**config.mk**
```make
export PLATFORM = sky130hd
export DESIGN_NAME = path_walker_flat
export DESIGN_NICKNAME = d
export VERILOG_FILES = /design/src/rtl/path_walker_pkg.sv /design/src/rtl/path_walker_if.sv /design/src/rtl/path_walker.sv /design/src/flat_wrapper.sv
export SDC_FILE = /design/constraint.sdc
export NUM_CORES = 1
export LEC_CHECK = 0
export CAP_MARGIN = 20
export CORE_UTILIZATION = 48
export CTS_CLUSTER_DIAMETER = 40
export CTS_CLUSTER_SIZE = 14
export DETAILED_ROUTE_END_ITERATION = 10
export PLACE_DENSITY = 0.91
export SYNTH_ARGS = -nofsm -noshare
export SYNTH_HDL_FRONTEND = slang
export SYNTH_SLANG_ARGS = --single-unit
```
**constraint.sdc**
```tcl
create_clock -name clk -period 4 [get_ports clk]
set_input_delay 1 -clock clk [delete_from_list [all_inputs] [get_ports clk]]
set_output_delay 1 -clock clk [all_outputs]
set_load 0.05 [all_outputs]
```
**src/rtl/path_walker_pkg.sv**
```systemverilog
// Shared node types for the path walker: grid coordinates, node-cache records,
// walker FSM state encoding and the node address helper.
package node_types;

  localparam int COORD_W = 8;
  localparam int ADDR_W  = 16;
  localparam int LEN_W   = 17;
  localparam int STEP_W  = 16;

  typedef struct packed {
    logic [COORD_W-1:0] i;
    logic [COORD_W-1:0] j;
  } coord_t;

  // One node-cache record as returned by a read.
  typedef struct packed {
    logic   visited;
    coord_t parent;
  } node_t;

  typedef enum logic [2:0] {
    IDLE = 3'd0,
    EMIT = 3'd1,
    READ = 3'd2,
    WAIT = 3'd3,
    FIN  = 3'd4
  } state_t;

  // Row-major node address, truncated to the node-cache address width.
  function automatic logic [ADDR_W-1:0] node_addr(input coord_t c, input int unsigned grid);
    return ADDR_W'(32'(c.i) * grid + 32'(c.j));
  endfunction

endpackage

```
**src/rtl/path_walker_if.sv**
```systemverilog
// Node-cache read port and path-beat stream of the path walker.
// Stream is valid/ready: a beat transfers on a rising edge with out_valid && out_ready;
// while out_valid is high and out_ready low, out_i/out_j/out_last hold.
interface path_walker_if;

  logic        mem_rd_en;
  logic [15:0] mem_rd_addr;
  logic        mem_rd_visited;
  logic [7:0]  mem_rd_parent_i;
  logic [7:0]  mem_rd_parent_j;

  logic        out_valid;
  logic        out_ready;
  logic [7:0]  out_i;
  logic [7:0]  out_j;
  logic        out_last;

  modport master (
    output mem_rd_en, mem_rd_addr,
    input  mem_rd_visited, mem_rd_parent_i, mem_rd_parent_j,
    output out_valid, out_i, out_j, out_last,
    input  out_ready
  );

  modport slave (
    input  mem_rd_en, mem_rd_addr,
    output mem_rd_visited, mem_rd_parent_i, mem_rd_parent_j,
    input  out_valid, out_i, out_j, out_last,
    output out_ready
  );

endinterface

```
**src/rtl/path_walker.sv**
```systemverilog
// Walks parent links from goal back to start through the node cache,
// streaming each visited coordinate (goal first, start last).
module path_walker
  import node_types::*;
#(
  parameter int GRID_SIZE = 256,
  parameter int MAX_STEPS = 65535
) (
  input  logic             clk,
  input  logic             rst,
  input  logic             start,
  input  logic [7:0]       start_i,
  input  logic [7:0]       start_j,
  input  logic [7:0]       goal_i,
  input  logic [7:0]       goal_j,
  path_walker_if.master    bus,
  output logic             done,
  output logic             path_found,
  output logic [LEN_W-1:0] path_len,
  output logic             error,
  output state_t           o_dbg_state
);

  localparam logic [STEP_W-1:0] MAX_STEP_CNT = STEP_W'(MAX_STEPS);

  state_t             r_state;
  state_t             w_next;
  coord_t             r_start;
  coord_t             r_cur;
  logic [STEP_W-1:0]  r_step;
  logic [LEN_W-1:0]   r_len;
  logic               r_found;
  logic               r_err;

  node_t              w_rsp;
  logic               w_at_start;
  logic               w_walk_err;

  assign w_rsp      = {bus.mem_rd_visited, bus.mem_rd_parent_i, bus.mem_rd_parent_j};
  assign w_at_start = (r_cur == r_start);
  // Abort on a missing record, a node that names itself, or an exhausted follow budget.
  assign w_walk_err = !w_rsp.visited || (w_rsp.parent == r_cur) || (r_step == MAX_STEP_CNT);

  always_ff @(posedge clk) begin
    if (rst) r_state <= IDLE;
    else     r_state <= w_next;
  end

  always_comb begin
    w_next = r_state;
    case (r_state)
      IDLE:    if (start) w_next = EMIT;
      EMIT:    if (bus.out_ready) w_next = w_at_start ? FIN : READ;
      READ:    w_next = WAIT;
      WAIT:    w_next = w_walk_err ? FIN : EMIT;
      FIN:     w_next = IDLE;
      default: w_next = IDLE;
    endcase
  end

  always_ff @(posedge clk) begin
    if (rst) begin
      r_start <= '0;
      r_cur   <= '0;
      r_step  <= '0;
      r_len   <= '0;
      r_found <= 1'b0;
      r_err   <= 1'b0;
    end else begin
      case (r_state)
        IDLE: begin
          if (start) begin
            r_start <= '{i: start_i, j: start_j};
            r_cur   <= '{i: goal_i, j: goal_j};
            r_step  <= '0;
            r_len   <= '0;
            r_found <= 1'b0;
            r_err   <= 1'b0;
          end
        end
        EMIT: begin
          if (bus.out_ready) begin
            if (r_len != {LEN_W{1'b1}}) r_len <= r_len + 1'b1;
            if (w_at_start) r_found <= 1'b1;
          end
        end
        WAIT: begin
          if (w_walk_err) begin
            r_err <= 1'b1;
          end else begin
            r_cur  <= w_rsp.parent;
            r_step <= r_step + 1'b1;
          end
        end
        default: ;
      endcase
    end
  end

  always_comb begin
    bus.mem_rd_en   = 1'b0;
    bus.mem_rd_addr = '0;
    bus.out_valid   = 1'b0;
    bus.out_i       = '0;
    bus.out_j       = '0;
    bus.out_last    = 1'b0;
    done            = 1'b0;
    case (r_state)
      EMIT: begin
        bus.out_valid = 1'b1;
        bus.out_i     = r_cur.i;
        bus.out_j     = r_cur.j;
        bus.out_last  = w_at_start;
      end
      READ: begin
        bus.mem_rd_en   = 1'b1;
        bus.mem_rd_addr = node_addr(r_cur, GRID_SIZE);
      end
      FIN:     done = 1'b1;
      default: ;
    endcase
  end

  assign path_found  = r_found;
  assign path_len    = r_len;
  assign error       = r_err;
  assign o_dbg_state = r_state;

endmodule

```
**src/flat_wrapper.sv**
```systemverilog
// flat-port wrapper written by rule: the top's interface ports become plain ports
module path_walker_flat import node_types::*;
#(
  parameter int GRID_SIZE = 256,
  parameter int MAX_STEPS = 65535
)
  (clk, rst, start, start_i, start_j, goal_i, goal_j, done, path_found, path_len, error, o_dbg_state, bus_mem_rd_en, bus_mem_rd_addr, bus_mem_rd_visited, bus_mem_rd_parent_i, bus_mem_rd_parent_j, bus_out_valid, bus_out_i, bus_out_j, bus_out_last, bus_out_ready);
  path_walker_if bus_i ();
  input  logic clk;
  input  logic rst;
  input  logic start;
  input  logic [7:0] start_i;
  input  logic [7:0] start_j;
  input  logic [7:0] goal_i;
  input  logic [7:0] goal_j;
  output logic done;
  output logic path_found;
  output logic [LEN_W-1:0] path_len;
  output logic error;
  output state_t o_dbg_state;
  output wire logic [$bits(bus_i.mem_rd_en)-1:0] bus_mem_rd_en;
  output wire logic [$bits(bus_i.mem_rd_addr)-1:0] bus_mem_rd_addr;
  input wire logic [$bits(bus_i.mem_rd_visited)-1:0] bus_mem_rd_visited;
  input wire logic [$bits(bus_i.mem_rd_parent_i)-1:0] bus_mem_rd_parent_i;
  input wire logic [$bits(bus_i.mem_rd_parent_j)-1:0] bus_mem_rd_parent_j;
  output wire logic [$bits(bus_i.out_valid)-1:0] bus_out_valid;
  output wire logic [$bits(bus_i.out_i)-1:0] bus_out_i;
  output wire logic [$bits(bus_i.out_j)-1:0] bus_out_j;
  output wire logic [$bits(bus_i.out_last)-1:0] bus_out_last;
  input wire logic [$bits(bus_i.out_ready)-1:0] bus_out_ready;
  assign bus_mem_rd_en = bus_i.mem_rd_en;
  assign bus_mem_rd_addr = bus_i.mem_rd_addr;
  assign bus_i.mem_rd_visited = bus_mem_rd_visited;
  assign bus_i.mem_rd_parent_i = bus_mem_rd_parent_i;
  assign bus_i.mem_rd_parent_j = bus_mem_rd_parent_j;
  assign bus_out_valid = bus_i.out_valid;
  assign bus_out_i = bus_i.out_i;
  assign bus_out_j = bus_i.out_j;
  assign bus_out_last = bus_i.out_last;
  assign bus_i.out_ready = bus_out_ready;
  path_walker #(.GRID_SIZE(GRID_SIZE), .MAX_STEPS(MAX_STEPS)) u_core (.clk(clk), .rst(rst), .start(start), .start_i(start_i), .start_j(start_j), .goal_i(goal_i), .goal_j(goal_j), .bus(bus_i), .done(done), .path_found(path_found), .path_len(path_len), .error(error), .o_dbg_state(o_dbg_state));
endmodule
```
### Word-level counts from Yosys, hierarchy flattened

Cells that the tools add are included.

| operators by class | value |
|---|---|
| $add $sub $neg | 3 |
| reductions and logical operators | 12 |
| eq/ne operators | 14 |
| mux-type cells | 28 |

Operators by type and width:

| cell | number |
|---|---|
| 2-to-1 mux 16 bit | 5 |
| one-hot mux 16 bit (2 select lines) | 2 |
| 2-to-1 mux 17 bit | 3 |
| one-hot mux 17 bit (2 select lines) | 1 |
| equality test 16 bit | 2 |
| adder 17 x 1 -> 17 bit (second input constant) | 1 |
| inequality test 17 bit (second input constant) | 1 |
| adder 16 x 1 -> 16 bit (second input constant) | 1 |
| adder 16 x 8 -> 16 bit | 1 |
| equality test 16 bit (second input constant) | 1 |
| 2-to-1 mux 8 bit | 2 |
| 2-to-1 mux 3 bit | 4 |
| one-hot mux 3 bit (4 select lines) | 1 |
| 2-to-1 mux 1 bit | 8 |
| AND reduction 4 bit | 2 |
| equality test 3 x 2 -> 1 bit (second input constant) | 2 |
| inequality test 2 x 1 -> 1 bit (second input constant) | 3 |
| inequality test 2 bit (second input constant) | 3 |
| AND reduction 3 bit | 2 |
| one-hot mux 1 bit (2 select lines) | 2 |
| AND reduction 2 bit | 2 |
| nonzero test 2 bit | 2 |
| equality test 3 x 1 -> 1 bit (second input constant) | 1 |
| equality test 3 bit (second input constant) | 1 |
| 3 further kinds | 4 |

| word-level totals | value |
|---|---|
| word-level logic and storage cells | 66 |
| bits in registers | 70 |
| input port bits | 53 |
| output and inout bits | 58 |

### Depth between registers and ports, before layout

Gate-level depths: netlist (run 1).

| depth | value |
|---|---|
| depth after elaboration | 5 |
| gate-level depth with buffers | 11 |
| depth with buffers taken out | 11 |

### Worst setup path before layout (run 1)

Ideal clock, no wire load.

| timing path | value |
|---|---|
| path kind | flip-flop to output port |
| start | register u_core.r_state[1] (netlist: u_core.o_dbg_state[1]) |
| end | output port bus_mem_rd_addr[10] |
| stages on the path, launching flop included | 6 |
| arrival | 2.429 ns |
| path buffers | 2 |
| required time | 3.000 ns |
| slack | 0.571 ns |
| path through | dfxtp_1 buf_2 nor2b_1 nor2b_1 clkbuf_1 and2_1 |

| between the ends | value |
|---|---|
| longest elaborated chain between the ends | 2 |

RTL lines:

| element | line | RTL |
|---|---|---|
| start: declaration | path_walker.sv:26 | `state_t r_state;` |
| start signal: assignment | path_walker.sv:46 | `else r_state <= w_next;` |
| equality test 3 x 2 -> 1 bit | path_walker.sv:108 | `case (r_state)` |
| 2-to-1 mux 16 bit | path_walker.sv:108 |  |
| end: declaration | flat_wrapper.sv:22 | `output wire logic [$bits(bus_i.mem_rd_addr)-1:0] bus_mem_rd_addr;` |

Every way passes these cells.

### Final worst setup path (run 1)

| timing path | value |
|---|---|
| start | register u_core.r_state[1] (netlist: u_core.o_dbg_state[1]) |
| end | output port bus_mem_rd_addr[13] |

Same word-level chain as after synthesis.

==> flow_metrics.py, run 1 <==
metrics = {
    "sta": {
        "max_clock_freq_ghz": 0.265,
        "worst_pin_slew_ps": 865,
        "finalHoldViolCount": 0,
        "fin_crit_ps": 3770,
        "setup_viol": 0,
        "rsz0062_at_grt": "no",
        "finalClockSkew_ps": 5.16,
        "slew_violations": 0,
        "setup-tns-final_ps": 0,
        "relSlewSlack_pct": 42.2,
        "fin_crit_sh_pct": 94.4,
    },
    "power": {
        "p_seq_share_pct": 48.8,
        "cellLeakagePower_nw": 2.06,
        "peakVddDrop_uv": 156,
        "clkPwrFrac_pct": 30.1,
        "p_total_w": 0.00160,
        "internal_power_w": 0.00109,
        "swShare_pct": 31.4,
        "switchingPower_w": 0.000502,
        "powerDensity_nw_per_um2": 315,
        "p_comb_share_pct": 21.2,
    },
    "synth": {
        "ys_seq_area_share_pct": 37.3,
        "synth_edf_count": 0,
        "ys_types": 48,
        "syn-mean-instance-area_sq_um": 7.87,
        "synthArstFlopShare_pct": 0,
        "ys_ff_latch": 70,
        "syn_inst": 478,
        "synth_fp_nets": 534,
        "yosysWarnings": 0,
        "synth_area_sq_um": 3760,
        "ys.flop_type": "dfxtp_1",
    },
    "placed_design": {
        "hpwl_microns": 7930,
        "place_congestion": 0.957,
        "portBuffers": 110,
        "dp_cells": 667,
    },
    "clock_tree": {
        "post_cts_resized": 0,
        "clk_latency_ps": 340,
        "cts_tree": "built",
        "clk_pin_slew_worst_paths_ps": 70,
        "numCtsBuffers": 9,
        "cts.sinks": 70,
        "clk_path_buf_depth": 2,
        "cts_setup_buffers": 0,
        "h-tree-depth": 3,
        "hold_buffers": 0,
        "cts_root_buffer": "clkbuf_8",
    },
    "layout": {
        "final_util_pct": 68.3,
        "fin_cells": 683,
        "synthToLayoutAreaGrowth_pct": 34.6,
        "n_fill_cell": 590,
        "insertedDiodeCount": 0,
        "final_nets": 635,
        "drive_above_1_share_pct": 5.48,
    },
    "grt": {
        "grt_pass1_vias": 3574,
        "grt_pass1_wl_microns": 17400,
        "grt-ovfl-total": 0,
        "grt_max_degree": 53,
        "grt_util_all_layers_pct": 26.5,
        "antenna_found_initial": 0,
    },
    "setup_path": {
        "criticalPathCategory": "flop to output pin",
        "worst_setup_path_start_kind": "flop",
        "worstPathArrival_ps": 2770,
        "critPathCaptureType": "output pin",
        "path_max_fanout": 17,
        "worstPathRequired_ps": 3000,
    },
    "die": {
        "start_util_pct": 50.8,
        "dieWidth_microns": 90.5,
        "design.core.area_sq_um": 7410,
        "fp-row-count": 31,
        "die_h_microns": 90.5,
        "pin_count": 111,
        "dieArea_sq_um": 8190,
    },
    "hold_path": {
        "min_path_type": "flop to flop",
    },
    "detailed_routing": {
        "finalWirelength_microns": 10800,
        "final_antenna_net_count": 0,
        "first_iter_violations": 212,
        "wire_per_inst_microns": 15.8,
        "drt-vias-per-instance": 5.66,
        "remaining_drc_errors": 0,
        "vias": 3868,
        "first_pass_iters": 4,
    },
    "job": {
        "drv_cap": 0,
    },
    "status": {
        "status": "finished clean",
    },
}
kinds of logic after synthesis:
group	count (synthesis)	share of synthesized area, %
multiplexers	1	0.299
adder cells (fa/ha/maj)	3	0.998
XOR/XNOR	45	10.5
AO/OA/AOI/OAI	82	15.3
flip-flops	70	37.3
AND/OR/NAND/NOR	241	31.1
buffers and inverters	36	4.59
worst max-delay path, stage by stage (launching register included):
cell and delay (ps):
dfxtp_1 490, nor2b_1 190, nor2b_1 710, and2_1 230, clkdlybuf4s50_1 810
routing by layer:
layer  up-vias  part of all wire, %  global-route usage [%]
li1       1866                    -                       -
met1      1833                   42                    32.0
met2       147                   50                    45.1
met3        22                  5.8                    4.71
met4         0                  3.0                    13.2
met5         -                    0                       0
stage by stage:
step	area [sq um]	hold WS, ps	setup slack [ps]
finish	5060	466	226
global route	5060	486	17.0
CTS	5060	471	210
detailed placement	4900	454	584
global placement	4900	448	667
floorplan	3760	443	571
area by class of cell:
class	count	area, sq um	area share, %
Clock buffer	12	135	2.67
Timing Repair Buffer	118	1160	22.8
Sequential cell	70	1400	27.7
Tap cell	99	124	2.45
Multi-Input combinational cell	372	2190	43.3
Inverter	8	30.0	0.593
Clock inverter	4	23.8	0.470
final timing paths:
path              slack (ps)                          startpoint                               end  cells after the start
setup / recovery         230  u_core.o_dbg_state[1]$_SDFFE_PP0P_               bus_mem_rd_addr[13]                      4
hold / removal           470           u_core.error$_SDFFE_PP0P_         u_core.error$_SDFFE_PP0P_                      2
setup reg to reg        1410     u_core.path_len[0]$_SDFFE_PP0P_  u_core.path_len[15]$_SDFFE_PP0P_                     10
hold reg to reg          470           u_core.error$_SDFFE_PP0P_         u_core.error$_SDFFE_PP0P_                      2
placed cells by master (no fill, tap or decap), types with 3 or more instances in the layout:
cell type / instances
clkdlybuf4s50_1: 109
nand2_1: 91
dfxtp_1: 70
nor2_1: 45
xor2_1: 39
a21oi_1: 32
and3_1: 18
and2_1: 18
a311oi_1: 16
nand3_1: 12
nand4_1: 11
nor4_1: 10
nor3_1: 9
clkbuf_8: 9
inv_1: 8
a21o_1: 8
buf_4: 8
o21ai_0: 7
nor2b_1: 6
xnor2_1: 6
and4_1: 3
nand2b_1: 3
a211o_1: 3
a31oi_1: 3
ha_1: 3
clkinv_2: 3
clkbuf_1: 3
Yosys cell counts, types with 2 or more instances:
cell | n | area, sq um
nor2b_1 | 6 | 37.5
and3_1 | 18 | 113
nor4bb_1 | 2 | 20.0
a211o_1 | 3 | 26.3
nor3_1 | 9 | 45.0
nand2_1 | 91 | 342
dfxtp_1 | 70 | 1400
o31ai_1 | 2 | 15.0
nor2_1 | 45 | 169
o21ai_0 | 7 | 35.0
or3_1 | 2 | 12.5
a311oi_1 | 16 | 140
xor2_1 | 39 | 342
xnor2_1 | 6 | 52.6
clkbuf_1 | 17 | 63.8
nand3b_1 | 2 | 15.0
nand4_1 | 11 | 68.8
a31oi_1 | 3 | 18.8
inv_1 | 8 | 30.0
o31a_1 | 2 | 17.5
nor4_1 | 10 | 62.6
ha_1 | 3 | 37.5
buf_2 | 6 | 30.0
and2_1 | 18 | 113
a21o_1 | 8 | 60.1
buf_6 | 4 | 45.0
and4_1 | 3 | 26.3
or2_2 | 2 | 12.5
nand3_1 | 12 | 60.1
a21oi_1 | 32 | 160
nor3b_1 | 2 | 15.0
nand2b_1 | 3 | 18.8
flip-flops by register name, summed over array words and instances, names as in the netlist:
signal	cells
u_core.path_len	17
u_core.r_cur	16
u_core.r_start	16
u_core.r_step	16
u_core.o_dbg_state	3
u_core.error	1
u_core.path_found	1
power by group through the flow:
stage | clock network [W] | registers (W) | logic, W
final | 0.000480 | 0.000779 | 0.000338
after CTS | 0.000488 | 0.000777 | 0.000336
after global placement | 0 | 0.000791 | 0.000328
after global routing | 0.000521 | 0.000780 | 0.000363
after detailed placement | 0 | 0.000793 | 0.000334
after floorplan | 0 | 0.000783 | 0.000205
No activity file was read; power rests on OpenSTA's default activity.
==> run 2: changes to the inputs <==
--- a/config.mk
+++ b/config.mk
@@ -6,11 +6,11 @@
 export NUM_CORES = 1
 export LEC_CHECK = 0
 export CAP_MARGIN = 20
-export CORE_UTILIZATION = 48
+export CORE_UTILIZATION = 51
 export CTS_CLUSTER_DIAMETER = 40
 export CTS_CLUSTER_SIZE = 14
 export DETAILED_ROUTE_END_ITERATION = 10
-export PLACE_DENSITY = 0.91
+export PLACE_DENSITY = 0.95
 export SYNTH_ARGS = -nofsm -noshare
 export SYNTH_HDL_FRONTEND = slang
 export SYNTH_SLANG_ARGS = --single-unit
==> flow_metrics.py, run 2 (synthesis results as in run 1) <==
metrics = {
    "sta": {
        "setup_viol": 0,
        "setup-tns-final_ps": 0,
        "fin_crit_ps": 3800,
        "max_clock_freq_ghz": 0.263,
        "fin_crit_sh_pct": 94.9,
        "finalHoldViolCount": 0,
        "rsz0062_at_grt": "no",
        "slew_violations": 0,
        "relSlewSlack_pct": 41.2,
        "worst_pin_slew_ps": 881,
        "finalClockSkew_ps": 10.0,
    },
    "detailed_routing": {
        "top_layer_used": "met4",
        "drt-vias-per-instance": 5.66,
        "met1_length_microns": 4400,
        "wire_per_inst_microns": 15.9,
        "finalWirelength_microns": 10800,
        "route.met2.wl_microns": 5280,
        "first_pass_iters": 4,
        "remaining_drc_errors": 0,
        "vias": 3846,
        "routed-wl-met3_microns": 841,
        "first_iter_violations": 279,
        "final_antenna_net_count": 0,
    },
    "layout": {
        "regArea_sq_um": 1400,
        "final_cell_mix": "clkdlybuf4s50_1, nand2_1, dfxtp_1",
        "synthToLayoutAreaGrowth_pct": 34.6,
        "insertedDiodeCount": 0,
        "final_nets": 635,
        "fin_cells": 680,
        "post-route-cell-area_sq_um": 5060,
        "multi_input_area_sq_um": 2190,
        "drive_above_1_share_pct": 5.99,
        "final_common_cell": "clkdlybuf4s50_1",
        "n_fill_cell": 524,
        "largest_reg_flops": 17,
        "final_util_pct": 72.9,
    },
    "hold_path": {
        "min_path_type": "flop to flop",
    },
    "job": {
        "drv_cap": 0,
    },
    "clock_tree": {
        "clk_path_buf_depth": 2,
        "post_cts_resized": 0,
        "cts_setup_buffers": 0,
        "numCtsBuffers": 9,
        "hold_buffers": 0,
        "cts_root_buffer": "clkbuf_8",
        "cts.sinks": 70,
        "clk_pin_slew_worst_paths_ps": 70,
        "h-tree-depth": 3,
        "cts_tree": "built",
        "clk_latency_ps": 340,
    },
    "placed_design": {
        "place_congestion": 0.906,
        "dp_cells": 664,
        "placed_area_sq_um": 4900,
        "hpwl_microns": 8040,
        "portBuffers": 110,
    },
    "grt": {
        "grt_pass1_vias": 3647,
        "grt_util_all_layers_pct": 28.9,
        "grt_pass1_wl_microns": 17100,
        "antenna_found_initial": 0,
        "grt_max_degree": 33,
        "grt-ovfl-total": 0,
    },
    "status": {
        "status": "finished clean",
    },
    "die": {
        "die_h_microns": 87.9,
        "dieWidth_microns": 87.9,
        "design.core.area_sq_um": 6940,
        "fp-row-count": 30,
        "start_util_pct": 54.2,
        "pin_count": 111,
        "dieArea_sq_um": 7720,
    },
    "power": {
        "p_total_w": 0.00160,
        "cellLeakagePower_nw": 2.07,
        "peakVddDrop_uv": 204,
        "powerDensity_nw_per_um2": 316,
    },
    "setup_path": {
        "critPathCaptureType": "output pin",
        "path_max_fanout": 17,
        "worstPathRequired_ps": 3000,
        "criticalPathCategory": "flop to output pin",
        "worst_setup_path_start_kind": "flop",
        "worstPathArrival_ps": 2800,
    },
}
## run 2: cell count changes in the layout (fill, tap and decap cells not counted)
cell        previous run  this run
clkbuf_1               3         0
clkinvlp_4             0         1
clkinv_2               3         5
## run 2: area by class of cell
type	instances	share of cell area, %
Clock buffer	9	2.45
Sequential cell	70	27.7
Tap cell	96	2.37
Clock inverter	7	0.815
Inverter	8	0.593
Timing Repair Buffer	118	22.8
Multi-Input combinational cell	372	43.3
## run 2: path summary, 6_finish.rpt
kind	cells after the start	startpoint	end	slack (ps)
setup / recovery	4	u_core.o_dbg_state[1]$_SDFFE_PP0P_	bus_mem_rd_addr[14]	200
hold / removal	2	u_core.error$_SDFFE_PP0P_	u_core.error$_SDFFE_PP0P_	470
setup reg to reg	10	u_core.path_len[0]$_SDFFE_PP0P_	u_core.path_len[15]$_SDFFE_PP0P_	1410
hold reg to reg	2	u_core.error$_SDFFE_PP0P_	u_core.error$_SDFFE_PP0P_	470
## run 2: critical path, stage by stage, from the launching register on
cell and delay, ps:
dfxtp_1 490, nor2b_1 200, nor2b_1 720, and2_1 240, clkdlybuf4s50_1 810
## run 2: per-stage QoR
step	worst slack (ps)	hold WS, ps
floorplan	571	443
global placement	692	448
detailed placement	574	452
CTS	194	472
global route	12.4	488
finish	203	472
## run 2: per-layer routing
| layer | track usage, % | up-vias |
|---|---|---|
| met5 | 0 | - |
| met4 | 15.8 | 0 |
| met3 | 6.60 | 26 |
| met2 | 49.0 | 159 |
| met1 | 33.7 | 1799 |
| li1 | - | 1862 |
## run 2: report_power, final
part,leakage [nW],internal (W),switching [W],total [W]
sequential,0.570,0.000729,0.0000488,0.000777
clock,0.0885,0.000220,0.000266,0.000486
combinational,1.41,0.000142,0.000197,0.000339
total,2.07,0.00109,0.000512,0.00160
==> run 3: changes to the inputs <==
--- a/config.mk
+++ b/config.mk
@@ -6,11 +6,13 @@
 export NUM_CORES = 1
 export LEC_CHECK = 0
 export CAP_MARGIN = 20
+export CORE_MARGIN = 10
 export CORE_UTILIZATION = 51
 export CTS_CLUSTER_DIAMETER = 40
 export CTS_CLUSTER_SIZE = 14
 export DETAILED_ROUTE_END_ITERATION = 10
 export PLACE_DENSITY = 0.95
+export REMOVE_ABC_BUFFERS = 1
 export SYNTH_ARGS = -nofsm -noshare
 export SYNTH_HDL_FRONTEND = slang
 export SYNTH_SLANG_ARGS = --single-unit
==> flow_metrics.py, run 3 (synthesis results as in run 1) <==
metrics = {
    "die": {
        "dieArea_sq_um": 11200,
        "start_util_pct": 52.1,
        "pin_count": 111,
        "dieWidth_microns": 106,
        "fp-row-count": 31,
        "design.core.area_sq_um": 7210,
        "die_h_microns": 106,
    },
    "setup_path": {
        "rr_startpoint": "u_core.o_dbg_state[0]$_SDFFE_PP0P_",
        "worstPathRequired_ps": 3000,
        "ff2ff_path_depth": 9,
        "criticalPathCategory": "flop to output pin",
        "path_max_fanout": 5,
        "worstPathArrival_ps": 2690,
        "r2r-end": "u_core.r_cur[7]$_SDFFE_PP0P_",
        "worst_setup_path_start_kind": "flop",
        "rrSetupSlack_ps": 1210,
        "critPathCaptureType": "output pin",
    },
    "clock_tree": {
        "h-tree-depth": 3,
        "numCtsBuffers": 9,
        "clk_latency_ps": 350,
        "cts_tree": "built",
        "cts_root_buffer": "clkbuf_8",
        "clk_path_buf_depth": 2,
        "cts_setup_buffers": 0,
        "cts.sinks": 70,
        "clk_pin_slew_worst_paths_ps": 70,
    },
    "placed_design": {
        "place_congestion": 0.854,
        "portBuffers": 110,
        "hpwl_microns": 8540,
    },
    "detailed_routing": {
        "remaining_drc_errors": 0,
        "first_iter_violations": 206,
        "first_pass_iters": 5,
        "final_antenna_net_count": 0,
        "wire_per_inst_microns": 16.9,
        "finalWirelength_microns": 11600,
        "drt-vias-per-instance": 5.59,
        "vias": 3826,
    },
    "layout": {
        "final_util_pct": 71.0,
        "final_nets": 635,
        "final_cell_mix": "clkdlybuf4s50_1, nand2_1, dfxtp_1",
        "synthToLayoutAreaGrowth_pct": 36.2,
        "largest_reg_flops": 17,
        "drive_above_1_share_pct": 5.82,
        "final_common_cell": "clkdlybuf4s50_1",
    },
    "sta": {
        "fin_crit_sh_pct": 92.2,
        "max_clock_freq_ghz": 0.271,
        "finalClockSkew_ps": 9.41,
        "worst_pin_slew_ps": 889,
        "setup-tns-final_ps": 0,
        "slew_violations": 0,
        "setup_viol": 0,
        "relSlewSlack_pct": 40.7,
        "finalHoldViolCount": 0,
        "rsz0062_at_grt": "no",
        "fin_crit_ps": 3690,
    },
    "grt": {
        "grt_pass1_vias": 3729,
        "grt_pass1_wl_microns": 18900,
        "grtUsageMet2_pct": 35.0,
        "grt_util_all_layers_pct": 20.4,
        "grt_max_degree": 34,
        "grt_use_met3_pct": 3.84,
        "use_met1_pct": 23.7,
        "grt-ovfl-total": 0,
        "busiest_layer": "met2",
        "antenna_found_initial": 1,
    },
    "hold_path": {
        "hold_path_end": "u_core.error$_SDFFE_PP0P_",
        "min_path_type": "flop to flop",
        "worstHoldStart": "u_core.error$_SDFFE_PP0P_",
        "holdPathStages": 2,
    },
    "power": {
        "p_comb_share_pct": 19.8,
        "p_seq_share_pct": 44.3,
        "switchingPower_w": 0.000503,
        "swShare_pct": 28.9,
        "cellLeakagePower_nw": 2.09,
        "peakVddDrop_uv": 189,
        "internal_power_w": 0.00124,
        "powerDensity_nw_per_um2": 340,
        "clkPwrFrac_pct": 35.9,
    },
    "status": {
        "status": "finished clean",
    },
    "job": {
        "drv_cap": 0,
    },
}
## run 3: cell types whose count changed in the layout (fill, tap and decap cells not counted)
cell / previous run / this run
diode_2: 0 / 1
clkinv_2: 5 / 2
nor2b_1: 6 / 5
bufinv_16: 0 / 2
clkbuf_1: 0 / 2
clkinv_4: 1 / 0
nor2b_2: 0 / 1
clkinvlp_4: 1 / 0
clkbuf_8: 9 / 10
## run 3: routing by layer
metal	vias up	routed length, microns
met5	-	0
li1	1862	-
met1	1774	4610
met2	163	5830
met3	27	758
met4	0	371
## run 3: how the worst max path moves through the flow
stage	from	endpoint	slack, ps	cells after the start
floorplan	u_core.o_dbg_state[0]$_SDFFE_PP0P_	u_core.r_step[7]$_SDFFE_PP0P_	130	6
global placement	bus_mem_rd_parent_j[6]	u_core.r_step[13]$_SDFFE_PP0P_	600	7
global route	u_core.o_dbg_state[1]$_SDFFE_PP0P_	bus_mem_rd_addr[11]	220	4
CTS	u_core.o_dbg_state[1]$_SDFFE_PP0P_	bus_mem_rd_addr[15]	130	4
finish	u_core.r_cur[6]$_SDFFE_PP0P_	bus_out_last	310	6
detailed placement	bus_mem_rd_parent_j[4]	u_core.r_cur[7]$_SDFFE_PP0P_	500	8
## run 3: repair_timing
item                                    CTS  global route
endpoints found under the setup margin    0            17
gates resized for setup                   0             1
hold buffers                              0             0
## run 3: through the flow
stage | worst slack, ps | total power, W | hold WS (ps) | cell area, sq um | std cells
finish | 312 | 0.00174 | 468 | 5120 | 684
global route | 217 | 0.00181 | 491 | 5120 | 684
CTS | 128 | 0.00175 | 468 | 5120 | 683
detailed placement | 500 | 0.00112 | 458 | 4900 | 667
global placement | 595 | 0.00111 | 447 | 4900 | 667
floorplan | 133 | 0.000970 | 442 | 3620 | 450
## run 3: power by group through the flow
| stage | Clock, W | Sequential [W] | Combinational (W) |
|---|---|---|---|
| final | 0.000625 | 0.000771 | 0.000345 |
| after global routing | 0.000664 | 0.000775 | 0.000372 |
| after CTS | 0.000634 | 0.000770 | 0.000342 |
| after detailed placement | 0 | 0.000785 | 0.000339 |
| after global placement | 0 | 0.000783 | 0.000330 |
| after floorplan | 0 | 0.000786 | 0.000184 |
## run 3: area by class of cell
type,count,area (sq um)
sequential,70,1400
multi-input combinational,372,2190
fill,548,2090
clock buffer,12,145
tap,99,124
inverter,8,30.0
antenna,1,2.50
timing repair buffer,118,1160
clock inverter,4,70.1
## run 3: worst max-delay path, stage by stage (launching register included)
cell and delay, ps:
dfxtp_1 440, xor2_1 90, nor4_1 540, and4_1 310, nand2_1 90, inv_1 60
clkdlybuf4s50_1 800
